**config.mk**
```make
export PLATFORM = sky130hd
export DESIGN_NAME = memory_arbiter
export DESIGN_NICKNAME = d
export VERILOG_FILES = /design/src/rtl/memory_arbiter.sv
export SDC_FILE = /design/constraint.sdc
export NUM_CORES = 1
export LEC_CHECK = 0
export CAP_MARGIN = 20
export CORE_ASPECT_RATIO = 1.75
export CORE_MARGIN = 8
export CORE_UTILIZATION = 49
export CTS_CLUSTER_DIAMETER = 30
export CTS_CLUSTER_SIZE = 16
export DETAILED_ROUTE_END_ITERATION = 10
export GPL_ROUTABILITY_DRIVEN = 0
export PLACE_DENSITY_LB_ADDON = 0.25
export SETUP_SLACK_MARGIN = 0.4
export SYNTH_ARGS = -nofsm -noshare
export SYNTH_HDL_FRONTEND = slang
export SYNTH_SLANG_ARGS = --single-unit
```
**constraint.sdc**
```tcl
create_clock -name clk -period 17.75 [get_ports clk]
set_clock_uncertainty 0.15 [all_clocks]
set_input_delay 3.55 -clock clk [delete_from_list [all_inputs] [get_ports clk]]
set_output_delay 3.55 -clock clk [all_outputs]
set_load 0.02 [all_outputs]
```
**src/rtl/memory_arbiter.sv**
```systemverilog
// Two-port round-robin arbiter for the shared SoC memory bus: one buffered request
// per port, one transaction in flight, zero-latency response routing and timeout abort.
module memory_arbiter #(
  parameter int TIMEOUT = 1024,
  parameter int CNT_W   = 16
) (
  input  logic        clk,
  input  logic        rst,
  input  logic        m0_valid,
  input  logic        m0_instr,
  input  logic [31:0] m0_addr,
  input  logic [31:0] m0_wdata,
  input  logic [3:0]  m0_wstrb,
  output logic [31:0] m0_rdata,
  output logic        m0_ready,
  output logic        m0_error,
  input  logic        m1_valid,
  input  logic        m1_instr,
  input  logic [31:0] m1_addr,
  input  logic [31:0] m1_wdata,
  input  logic [3:0]  m1_wstrb,
  output logic [31:0] m1_rdata,
  output logic        m1_ready,
  output logic        m1_error,
  output logic        mem_valid,
  output logic        mem_instr,
  output logic [31:0] mem_addr,
  output logic [31:0] mem_wdata,
  output logic [3:0]  mem_wstrb,
  input  logic [31:0] mem_rdata,
  input  logic        mem_ready,
  output logic        drop_error
);

  typedef enum logic {IDLE, BUSY} state_t;

  typedef struct packed {
    logic        instr;
    logic [31:0] addr;
    logic [31:0] wdata;
    logic [3:0]  wstrb;
  } req_t;

  state_t           r_state;
  logic             r_pend0, r_pend1;
  logic             r_last;
  logic             r_owner;
  logic             r_drop;
  logic             r_mem_valid;
  logic [CNT_W-1:0] r_cnt;
  req_t             r_buf0, r_buf1, r_mem;

  logic w_busy, w_tmo, w_done, w_done0, w_done1;
  logic w_acc0, w_acc1, w_drop, w_any, w_gnt;
  req_t w_req0, w_req1;

  assign w_req0 = '{instr: m0_instr, addr: m0_addr, wdata: m0_wdata, wstrb: m0_wstrb};
  assign w_req1 = '{instr: m1_instr, addr: m1_addr, wdata: m1_wdata, wstrb: m1_wstrb};

  assign w_busy  = (r_state == BUSY);
  assign w_tmo   = (TIMEOUT != 0) && w_busy && !mem_ready && (r_cnt == CNT_W'(TIMEOUT - 1));
  assign w_done  = w_busy && (mem_ready || w_tmo);
  assign w_done0 = w_done && !r_owner;
  assign w_done1 = w_done &&  r_owner;

  // A port that owns the bus may queue its next request only in its completion cycle.
  assign w_acc0 = m0_valid && !r_pend0 && !(w_busy && !r_owner && !w_done);
  assign w_acc1 = m1_valid && !r_pend1 && !(w_busy &&  r_owner && !w_done);
  assign w_drop = (m0_valid && !w_acc0) || (m1_valid && !w_acc1);

  assign w_any = r_pend0 || r_pend1;
  assign w_gnt = (r_pend0 && r_pend1) ? ~r_last : r_pend1;

  assign m0_ready = w_done0;
  assign m1_ready = w_done1;
  assign m0_error = w_done0 && w_tmo;
  assign m1_error = w_done1 && w_tmo;
  assign m0_rdata = (w_done0 && mem_ready) ? mem_rdata : 32'h0;
  assign m1_rdata = (w_done1 && mem_ready) ? mem_rdata : 32'h0;

  assign mem_valid  = r_mem_valid;
  assign mem_instr  = r_mem.instr;
  assign mem_addr   = r_mem.addr;
  assign mem_wdata  = r_mem.wdata;
  assign mem_wstrb  = r_mem.wstrb;
  assign drop_error = r_drop;

  always_ff @(posedge clk) begin
    if (w_acc0) r_buf0 <= w_req0;
    if (w_acc1) r_buf1 <= w_req1;
  end

  always_ff @(posedge clk or posedge rst) begin
    if (rst) begin
      r_state     <= IDLE;
      r_pend0     <= 1'b0;
      r_pend1     <= 1'b0;
      r_last      <= 1'b1;
      r_owner     <= 1'b0;
      r_drop      <= 1'b0;
      r_mem_valid <= 1'b0;
      r_cnt       <= '0;
      r_mem       <= '0;
    end else begin
      if (w_drop) r_drop <= 1'b1;
      r_mem_valid <= 1'b0;
      case (r_state)
        IDLE: begin
          if (w_any) begin
            r_owner     <= w_gnt;
            r_last      <= w_gnt;
            r_mem       <= w_gnt ? r_buf1 : r_buf0;
            r_mem_valid <= 1'b1;
            r_cnt       <= '0;
            r_state     <= BUSY;
            if (w_gnt) r_pend1 <= 1'b0;
            else       r_pend0 <= 1'b0;
          end
        end
        BUSY: begin
          if (w_done) begin
            r_state <= IDLE;
            r_mem   <= '0;
          end else begin
            r_cnt <= r_cnt + CNT_W'(1);
          end
        end
        default: r_state <= IDLE;
      endcase
      // Accepted captures come last so a set overrides the grant-time clear.
      if (w_acc0) r_pend0 <= 1'b1;
      if (w_acc1) r_pend1 <= 1'b1;
    end
  end

endmodule

```
# ---- After elaboration in Yosys (flattened, before gate mapping)
# Cells that the tools add are included.
dict set report totals {
  output_inout_bits 139
  regBits 230
  latchBits 0
  elab_cells 92
  ram_bits 0
  mem_count 0
  in_bits 175
  romBits 0
}
dict set report classes {
  muxes 22
  multipliers 0
  bitwise_logic 2
  n_lt_le_gt_ge 0
  addsub 1
  reduce_logical 40
  n_shift 0
  n_eq_ne 7
  div 0
}
# op count
set op_table {}
lappend op_table {{2-to-1 mux 69 bit} 3}
lappend op_table {{one-hot mux 69 bit (2 select lines)} 1}
lappend op_table {{2-to-1 mux 32 bit} 2}
lappend op_table {{2-to-1 mux 16 bit} 2}
lappend op_table {{one-hot mux 16 bit (2 select lines)} 1}
lappend op_table {{logical AND 1 bit} 20}
lappend op_table {{adder 16 x 1 -> 16 bit (second input constant)} 1}
lappend op_table {{== test 16 x 10 -> 1 bit (second input constant)} 1}
lappend op_table {{2-to-1 mux 1 bit} 12}
lappend op_table {{logical NOT 1 bit} 9}
lappend op_table {{!= test 2 x 1 -> 1 bit (second input constant)} 3}
lappend op_table {{!= test 2 bit (second input constant)} 3}
lappend op_table {{AND reduction 2 bit} 3}
lappend op_table {{AND reduction 3 bit} 2}
lappend op_table {{nonzero test 2 bit} 3}
lappend op_table {{logical OR 1 bit} 3}
lappend op_table {{NOT 1 bit} 2}
lappend op_table {{one-hot mux 1 bit (2 select lines)} 1}

# ---- Logic depth before layout (Yosys ltp)
dict set report logic_depth {
  word_depth 12
  ltp_mapped 9
  ltp_nobuf 5
}

# ---- Worst setup path before layout
# No wires, ideal clock.
dict set report synth_timing {
  path_type {input to register}
  from {input port mem_ready}
  to {register r_buf1[0] in the netlist's numbering, enable pin}
  path_slack_ns 7.245
  t_arrival_ns 9.735
  n_path_buf 1
  required_time_ns 16.979
  stages 5
  setup_time_ns 0.621
  path_cell_list {nor4b_2 -> and4_1 -> buf_4 -> a21oi_1 -> a311oi_1}
}
dict set report synth_between {
  elab_chain_cells 9
}
# element line
set synth_rtl {}
lappend synth_rtl {{start, declared} 31} ;# input logic mem_ready,
lappend synth_rtl {{logical NOT 1 bit} 61} ;# assign w_tmo = (TIMEOUT != 0) && w_busy && !mem_ready && (r_cnt == CNT_W'(TIMEOUT - 1));
lappend synth_rtl {{logical AND 1 bit (2 in series)} 61}
lappend synth_rtl {{logical OR 1 bit *} 62} ;# assign w_done = w_busy && (mem_ready || w_tmo);
lappend synth_rtl {{logical AND 1 bit *} 62}
lappend synth_rtl {{logical NOT 1 bit *} 68} ;# assign w_acc1 = m1_valid && !r_pend1 && !(w_busy && r_owner && !w_done);
lappend synth_rtl {{logical AND 1 bit *} 68}
lappend synth_rtl {{logical NOT 1 bit *} 68}
lappend synth_rtl {{logical AND 1 bit *} 68}
lappend synth_rtl {{net w_acc1} 54} ;# logic w_acc0, w_acc1, w_drop, w_any, w_gnt;
lappend synth_rtl {{end signal, assigned} 90} ;# if (w_acc1) r_buf1 <= w_req1;
lappend synth_rtl {{end, declared} 51} ;# req_t r_buf0, r_buf1, r_mem;
# Mark *: on every way through the listed nets, which the timed path passes. The rest lies on a longest branch.
# A chain may end at the register's enable or synchronous reset.

# ---- Worst setup path in the final report
dict set report layout_timing {
  from {input port mem_ready}
  to {output port m0_ready}
}
dict set report layout_between {
  elab_chain_cells 6
}
# element line
set layout_rtl {}
lappend layout_rtl {{logical NOT 1 bit} 61}
lappend layout_rtl {{logical AND 1 bit (2 in series)} 61}
lappend layout_rtl {{logical OR 1 bit *} 62}
lappend layout_rtl {{logical AND 1 bit *} 62}
lappend layout_rtl {{logical AND 1 bit *} 63} ;# assign w_done0 = w_done && !r_owner;
lappend layout_rtl {{end, declared} 15} ;# output logic m0_ready,
# Mark *: on every way between the ends. The rest lies on a longest branch, timed or not.

==> results.md <==
* Hold WC Path Type: flop to flop
* Worst setup SP type: input port
* Fraction of layout cells with a size suffix above 1 at approximately 15%
* Initial DRC count at approximately 260
* First drt pass iteration count at 8
* Row cnt at 66
* # IOs at approximately 310
* Die ar. at 23450 um^2
* # clock sinks at 230
* Seq pwr share at 36.5%
* Max cap viols at 0
* Worst path buffer plus inverter count at 2
* CP max FO at 14
* Setup Buffers After CTS at 0
* Highest-count cells in the layout ignoring fill and taps: 313 x clkdlybuf4s50_1, 138 x edfxtp_1, 91 x dfrtp_1, 69 x a22o_1, 67 x and2_1
* First-pass GRT wire length at roughly 40000 um
* Max Buffers Root-to-Sink at 3
* Hold_ws at 0.3516 ns
* Largest net degree at the start of global routing at 73
* Max Clock Freq at between 0.1 and 0.15 GHz
* Comb pwr share at between 30% and 40%
* CTS tree: yes
* Commonest non-fill, non-tap cell in the layout: clkdlybuf4s50_1
* CTS Hold Buffers Added at 0
* CP delay by family, top: buffers and inverters
* Initial Util at between 40% and 50%
* Fin util at 73.44%
* CTS H-tree lvls at 1
* GRT Total Usage at between 20% and 30%
* Initial antenna violation count at 2
* Post-synthesis area per instance at about 16 um^2
* WL/cell at between 20 and 25 um
* DRC at 0
* Flops & latches, synth at 230
* Layout area overhead at 48.01%
* Clk slew on worst S/H paths at ~0.050 ns
* CP Capture Type: output pin
* Setup Viol. Count Final at 0
* Yosys warns at 0
* Setup TNS at 0 ns
* Vias at approximately 6400
* CORE AREA at 18420 um^2
* Port buffer count at between 300 and 400
* RSZ-0062 raised after global routing: no
* Async S/R FF share, synth at about two fifths
* Post-layout nets at between 1000 and 1500
* Classification of the worst setup path: input port to output pin
* Clk pwr share at between 20% and 30%
* Cell mode on critical path: clkdlybuf4s50_1
* Vias in the first global route at slightly below 7000
* Status: completed
* WP data required at 14.05 ns
* CTS resizes at 0
* Vias per std cell at 5.472
* Slowest stage delay, CP at about 0.64 ns
* Clk root buf: clkbuf_16
* Final Cycle Share at 55.13%
* PwrDens at 158.1 nW/um^2
* Hold Vio Cnt, Final at 0
* Die height at 196.6 um
* Final worst path period need at approximately 9.8 ns
* Latest clock arrival within the worst-skew pair at around 0.54 ns
* Sw Share at ~32%
* Post-synth EDFFs at roughly 140
* Most used DFF post-synth: edfxtp_1
* Final wirelength at 26360 um
* HPWL Detailed at ~19000 um
* Slew @ Worst Pin at between 1 and 1.5 ns
* Sequential fraction of the synthesis area at between 70% and 80%
* P_sw at a little under 0.0007 W
* Rel. slew slack at around a third
* Post-route ant nets at 0
* Cell Int Power at ~0.0014 W
* Distinct cells, synth at 47
* Post-Syn Instances at between 500 and 600
* GRT Residual Overflow at 0
* Peak VDD IR at 0.0001028 V
* Worst-path cell chain: clkdlybuf4s50_1, nor4b_2, and4_1, a21oi_1, nor2_1, clkdlybuf4s50_1
* Synthesized Nets at about 760
* Static leakage at between 5 and 6 nW
* Syn Std Cell Area at around 9100 um^2
* Die W at roughly 120 um
* Max Slew Vio Count at 0
* Cts bufs inserted at 29
* Crit-path slowest cell: clkdlybuf4s50_1
* Critical Path AT at slightly above 6 ns
[through the flow]
step                cells  area, um^2  setup WS, ns  total power, W
floorplan             580        9138         7.245        0.001243
global placement     1105       12480         8.104        0.001517
detailed placement   1105       12480         7.986        0.001550
CTS                  1159       13500         7.971        0.002159
global route         1161       13520         7.807        0.002236
finish               1161       13520         7.965        0.002139
[cells by family after synthesis]
kind of cell / after synthesis / share of synthesized area [%]
buffers and inverters: 40 / 2.287
DFF: 230 / 70.56
adders and majority gates: 1 / 0.1369
and+or+nand+nor: 125 / 7.969
muxes: 73 / 9.352
AOI/OAI and AO/OA: 111 / 9.695
[state kept, by name (all words and copies together) (netlist names), 4 cells and up]
| name | flops |
|---|---|
| r_buf0 | 69 |
| r_buf1 | 69 |
| mem_addr | 32 |
| mem_wdata | 32 |
| r_cnt | 16 |
| mem_wstrb | 4 |
[area by class of cell]
class	instances	area, um^2
tap	238	297.8
multi-input combinational	310	2521
sequential	230	6447
clock buffer	32	747.0
timing repair buffer	322	3213
inverter	6	25.02
clock inverter	22	270.3
fill	1191	4891
antenna	1	2.502
[final timing paths]
check                                    from             to  slack (ns)  cells after the start
max in group asynchronous                 rst    mem_addr[8]       13.04                      3
worst max register to register        r_state     r_buf1[30]       14.21                      5
worst min-delay path            mem_wdata[31]  mem_wdata[31]        0.35                      1
worst max-delay path                mem_ready       m0_ready        7.96                      6
worst min register to register  mem_wdata[31]  mem_wdata[31]        0.35                      1
min in group asynchronous                 rst   mem_addr[30]        3.27                      2
[power groups by stage]
| stage | logic (W) | clock network (W) | registers, W |
|---|---|---|---|
| floorplan | 0.000396 | 0 | 0.000847 |
| global placement | 0.000736 | 0 | 0.000781 |
| detailed placement | 0.000762 | 0 | 0.000788 |
| CTS | 0.000765 | 0.000615 | 0.000780 |
| global route | 0.000810 | 0.000635 | 0.000791 |
| finish | 0.000758 | 0.000601 | 0.000780 |
[synth_stat cells (2+ instances only)]
master | n | share of area [%]
nor2_1 | 12 | 0.49
clkbuf_1 | 22 | 0.90
nand2_1 | 18 | 0.74
a22o_1 | 69 | 6.6
dfrtp_1 | 91 | 25
a21o_1 | 3 | 0.25
a311oi_1 | 2 | 0.19
buf_6 | 3 | 0.37
inv_1 | 6 | 0.25
o21ai_0 | 7 | 0.38
nand4_1 | 3 | 0.21
and3_1 | 3 | 0.21
and4_1 | 3 | 0.29
edfxtp_1 | 138 | 45
buf_2 | 2 | 0.11
and2_1 | 67 | 4.6
or3_1 | 4 | 0.27
nor2b_1 | 2 | 0.14
mux2_4 | 10 | 1.6
nand3_1 | 4 | 0.22
nand2b_1 | 2 | 0.14
mux2_2 | 59 | 7.3
a21oi_1 | 14 | 0.77
mux2i_1 | 4 | 0.44
buf_4 | 6 | 0.49
or4_1 | 2 | 0.16
nor3_1 | 2 | 0.11
a211oi_1 | 3 | 0.25
[routing by layer]
layer / up-vias / global-route usage [%] / part of all wire, %
li1: 2847 / - / -
met1: 3115 / 21.10 / 33
met2: 328 / 41.21 / 55
met3: 61 / 6.103 / 7.9
met4: 2 / 11.45 / 4.6
met5: - / 0 / 0.049
[worst reg2reg max path, delay by kind of cell, from the launching register on]
family | cells | cell delay [ns]
AND/OR/NAND/NOR | 2 | 0.92
flip-flops | 1 | 0.67
buffers and inverters | 1 | 0.75
AO/OA/AOI/OAI | 2 | 0.57
Power figures use the tool's default switching activity.
==> patch 1, RTL diff (same flow settings) <==
The parameter `TIMEOUT` goes from 1024 to 768.
--- a/src/rtl/memory_arbiter.sv
+++ b/src/rtl/memory_arbiter.sv
@@ -1,7 +1,7 @@
 // Two-port round-robin arbiter for the shared SoC memory bus: one buffered request
 // per port, one transaction in flight, zero-latency response routing and timeout abort.
 module memory_arbiter #(
-  parameter int TIMEOUT = 1024,
+  parameter int TIMEOUT = 768,
   parameter int CNT_W   = 16
 ) (
   input  logic        clk,
Formal check against the unedited RTL: no difference found for any inputs over 4 cycles, from zero or initial values and one cycle with rst high; that may be too few to reach the edited logic, so the function may still have changed.
==> patch 1 against the original RTL <==
Total power is 6.5% higher. Sequential power is 3.5% higher. Critical endpoint is now m1_rdata[28]. Setup slack better by 390 ps. Largest power group is now combinational cells. Routed wire length is 2.4% lower. Largest cell class unchanged. Via count is 2.5% higher. Sequential cell count stayed put. Design area is 0.81% higher. Area after synthesis is 1.2% higher.
==> patch 1: results (changes against the original RTL) <==
\begin{tabular}{lr}
\hline
Metric & Value \\
\hline
\multicolumn{2}{l}{\textbf{Global route}} \\
First-pass GRT wire length & 38,400 µm (-3.7\%) \\
Number of global-route vias before repair & 6,963 (+0.39\%) \\
Pin count of the biggest net entering global routing & 85 (+16\%) \\
Overall track demand over capacity in global routing & 21.0\% (-0.97 points) \\
\multicolumn{2}{l}{\textbf{Place}} \\
Minimum setup slack after placement & 8360 ps (+372 ps) \\
Detail Placement HPWL & 18,200 µm (-5.2\%) \\
\multicolumn{2}{l}{\textbf{Route}} \\
Average wire length per cell after detail routing & 20.9 µm (-8.1\%) \\
Via count of the routed design & 6,512 (+2.5\%) \\
Starting DRC count in detailed routing & 247 (-5.7\%) \\
First drt pass iteration count & 4 (-4) \\
\multicolumn{2}{l}{\textbf{Synth}} \\
Count of distinct cell types in the synthesized netlist & 51 (+8.5\%) \\
Proportion of synthesized chip area in sequential cells & 69.7\% (-0.84 points) \\
Cells taking the most area after synthesis & sky130\_fd\_sc\_hd\_\_edfxtp\_1 45\%, sky130\_fd\_sc\_hd\_\_dfrtp\_1 25\%, sky130\_fd\_sc\_hd\_\_mux2i\_1 7.6\% \\
Synthesized instance count & 656 (+13\%) \\
Syn nets & 832 (+10\%) \\
\multicolumn{2}{l}{\textbf{Setup path}} \\
Critical-path cell with the highest stage delay & sky130\_fd\_sc\_hd\_\_and3\_1 \\
Slowest Stage Delay on Critical Path & 700 ps (+60 ps) \\
Maximum fanout along the worst path & 32 (+18) \\
Data arrival at the endpoint of the critical path & 5690 ps (-400 ps) \\
\multicolumn{2}{l}{\textbf{Hold path}} \\
Startpoint of the tightest hold check path & drop\_error \\
HP Class & reg -> reg \\
\multicolumn{2}{l}{\textbf{Power}} \\
Peak supply drop & 0.104 mV (+1.6\%) \\
Leak Pwr & 5.16 nW (-1.9\%) \\
\multicolumn{2}{l}{\textbf{Status}} \\
Status & complete, no violations \\
\multicolumn{2}{l}{\textbf{Finish}} \\
Filler Cells Inserted & 1,230 (+3.3\%) \\
Nets & 1,144 (+6.4\%) \\
Area of combinational cells with multiple inputs & 0.00259 mm² (+2.9\%) \\
\multicolumn{2}{l}{\textbf{Timing}} \\
Worst slew margin relative to its limit & 34.1\% (+2.0 points) \\
\multicolumn{2}{l}{\textbf{Clock network}} \\
TritonCTS Buffers & 31 (+6.9\%) \\
\hline
\end{tabular}
## patch 1: final cells by class
class                   count  area share [%]
inverters                   5           0.174
multi-input cells         379            19.0
clock inverters            25            2.05
well taps                 238            2.18
repair buffers            321            23.4
diodes                      2          0.0367
flip-flops and latches    230            47.3
clock buffers              33            5.82
## patch 1: cell families after synthesis
logic type	count (synthesis)	share of synthesized area (%)
flops	230	69.7
simple gates	195	11.3
buf+inv	47	2.58
compound gates	113	8.73
mux	70	7.58
fa+ha+maj	1	0.135
## patch 1: worst paths after layout
check	endpoint	slack, ps	depth (start not counted)
setup / recovery	m1_rdata[28]	8360	4
hold / removal	drop_error	360	2
setup reg to reg	r_buf0[4]	14510	6
hold reg to reg	drop_error	360	2
max in group asynchronous	mem_wdata[11]	13060	3
min in group asynchronous	mem_instr	3280	2
## patch 1: routing by layer
metal	track usage (%)	up-vias	routed length, µm
met5	0	-	0
met4	12.2	0	1300
met3	5.33	57	1880
met2	39.4	282	14000
met1	19.9	3094	8520
li1	-	3079	-
## patch 1: worst register-to-register path, cell delays in order (launching register included)
cell and delay [ps]:
sky130_fd_sc_hd__dfrtp_1 450, sky130_fd_sc_hd__or4b_4 600, sky130_fd_sc_hd__nor4_2 310, sky130_fd_sc_hd__buf_4 280
sky130_fd_sc_hd__o31ai_1 160, sky130_fd_sc_hd__nor2_4 100, sky130_fd_sc_hd__buf_4 730
## patch 1: report_power, final
group	internal (mW)	switching [mW]	leakage, nW	total (mW)
Sequential	0.733	0.0731	2.44	0.807
Combinational	0.367	0.481	2.21	0.847
Clock	0.378	0.246	0.514	0.624
==> patch 2, RTL diff (same settings) <==
Made on the original files. Register the output `m0_error`, without a reset; this adds one clock of latency there. The other outputs are not delayed to match.
--- a/src/rtl/memory_arbiter.sv
+++ b/src/rtl/memory_arbiter.sv
@@ -73,7 +73,9 @@
 
   assign m0_ready = w_done0;
   assign m1_ready = w_done1;
-  assign m0_error = w_done0 && w_tmo;
+  always_ff @(posedge clk) begin
+    m0_error <= w_done0 && w_tmo;
+  end
   assign m1_error = w_done1 && w_tmo;
   assign m0_rdata = (w_done0 && mem_ready) ? mem_rdata : 32'h0;
   assign m1_rdata = (w_done1 && mem_ready) ? mem_rdata : 32'h0;
Formal check against the unedited RTL: no difference found for any inputs over 4 cycles, from zero or initial values and one cycle with rst high; that may be too few to reach the edited logic, so the function may still have changed.
==> patch 2 against the original RTL <==
Area after synthesis rose by 0.22%. Sequential share of layout area fell by 0.050 points. Clock power rose by 2%. Non-clock buffer count fell by 1. Sequential cell count rose by 1. Register-to-register slack got worse by 40 ps. Worst hold slack improved by 3.4 ps. Via count fell by 1.2%. Total power rose by 0.37%. Design area rose by 0.42%. First-iteration DRC count fell by 8.0%. Routed wire length fell by 0.76%. Setup slack improved by 32 ps. Die area rose by 0.20%. Critical path type unchanged. Highest routed layer is now met4.
==> patch 2: results (changes against the original RTL) <==
\begin{tabular}{lr}
\hline
Metric & Value \\
\hline
\multicolumn{2}{l}{\textbf{Route}} \\
First drt pass iteration count & 5 (-3) \\
Wire length on met2 & 14,300 µm (-1.1\%) \\
Uppermost metal layer occupied by signal nets & met4 \\
Starting DRC count in detailed routing & 241 (-8.0\%) \\
Via count of the routed design & 6,277 (-1.2\%) \\
DRT met1 WL & 8910 µm (+3.9\%) \\
Average wire length per cell after detail routing & 22.5 µm (-1.1\%) \\
Total length of routed met3 wires & 2130 µm (+1.8\%) \\
\multicolumn{2}{l}{\textbf{Power}} \\
Switch share & 33.0\% (+0.75 points) \\
Power attributed to combinational cells & 0.753 mW (-0.7\%) \\
Leak Pwr & 5.26 nW (about the same) \\
Register share of total power & 36.4\% (about the same) \\
\multicolumn{2}{l}{\textbf{Synth}} \\
Proportion of synthesized chip area in sequential cells & 70.6\% (about the same) \\
Cells taking the most area after synthesis & sky130\_fd\_sc\_hd\_\_edfxtp\_1 45\%, sky130\_fd\_sc\_hd\_\_dfrtp\_1 25\%, sky130\_fd\_sc\_hd\_\_mux2\_2 7.3\% \\
Count of distinct cell types in the synthesized netlist & 48 (+2.1\%) \\
Average footprint of a synthesized cell & 15.8 µm² (about the same) \\
Flip-flop and latch count after synthesis & 231 (+0.43\%) \\
Syn nets & 757 (+0.13\%) \\
Fraction of registers with async set or reset after synthesis & 39.8\% (-0.17 points) \\
\multicolumn{2}{l}{\textbf{Finish}} \\
Register fraction of the total cell area & 47.6\% (-0.050 points) \\
Layout buffer count excluding clock buffers & 321 (-0.31\%) \\
Number of diodes & 3 (+2) \\
Flip-flop and latch area & 0.00647 mm² (+0.31\%) \\
Filler Cells Inserted & 1,171 (-1.7\%) \\
Signal buffers share of area & 23.5\% (-0.25 points) \\
Regs by FF count & r\_buf0: 69 flops, r\_buf1: 69 flops \\
Clock tree cell share of total cell area & 7.87\% (+0.35 points) \\
Proportion of layout cells with a drive suffix above 1 & 15.4\% (+0.29 points) \\
\multicolumn{2}{l}{\textbf{Global route}} \\
Met3 track demand over resource & 5.99\% (-0.11 points) \\
Number of global-route vias before repair & 7,235 (+4.3\%) \\
Pin count of the biggest net entering global routing & 70 (-4.1\%) \\
Global-route met1 utilization & 21.4\% (+0.27 points) \\
Number of antenna violations at the first check in global routing & 3 (+1) \\
Global routing usage on met2 & 41.7\% (+0.46 points) \\
Overall track demand over capacity in global routing & 21.8\% (-0.13 points) \\
First-pass GRT wire length & 40,200 µm (+0.74\%) \\
\multicolumn{2}{l}{\textbf{Clock network}} \\
Skew-Pair Late Insertion Delay & 540 ps (about the same) \\
TritonCTS Buffers & 30 (+3.4\%) \\
\multicolumn{2}{l}{\textbf{Place}} \\
Detail Placement HPWL & 18,500 µm (-3.4\%) \\
Placed Area & 0.0125 mm² (+0.16\%) \\
\multicolumn{2}{l}{\textbf{Timing}} \\
Worst slew margin relative to its limit & 34.1\% (+2.0 points) \\
\multicolumn{2}{l}{\textbf{Status}} \\
Status & complete, no violations \\
\hline
\end{tabular}
patch 2: metrics by stage:
| step | cells | total power, mW |
|---|---|---|
| 5_1_grt | 1165 | 2.24 |
| 2_1_floorplan | 581 | 1.24 |
| 6_report | 1165 | 2.15 |
| 4_1_cts | 1162 | 2.17 |
| 3_5_place_dp | 1106 | 1.55 |
| 3_3_place_gp | 1106 | 1.52 |
patch 2: path summary, 6_finish.rpt:
check	end	slack [ps]	depth (start not counted)	startpoint
hold reg to reg	mem_wdata[30]	360	1	mem_wdata[30]
max in group asynchronous	mem_addr[7]	13000	3	rst
min in group asynchronous	mem_wdata[7]	3180	2	rst
setup reg to reg	r_buf1[55]	14170	5	r_state
hold / removal	mem_wdata[30]	360	1	mem_wdata[30]
setup / recovery	m1_ready	8000	6	mem_ready
patch 2: logic make-up after synthesis:
family	after synthesis	share of synthesized area (%)
compound gates	111	9.67
fa+ha+maj	1	0.137
buf+inv	40	2.28
flops	231	70.6
mux	73	9.33
simple gates	125	7.95
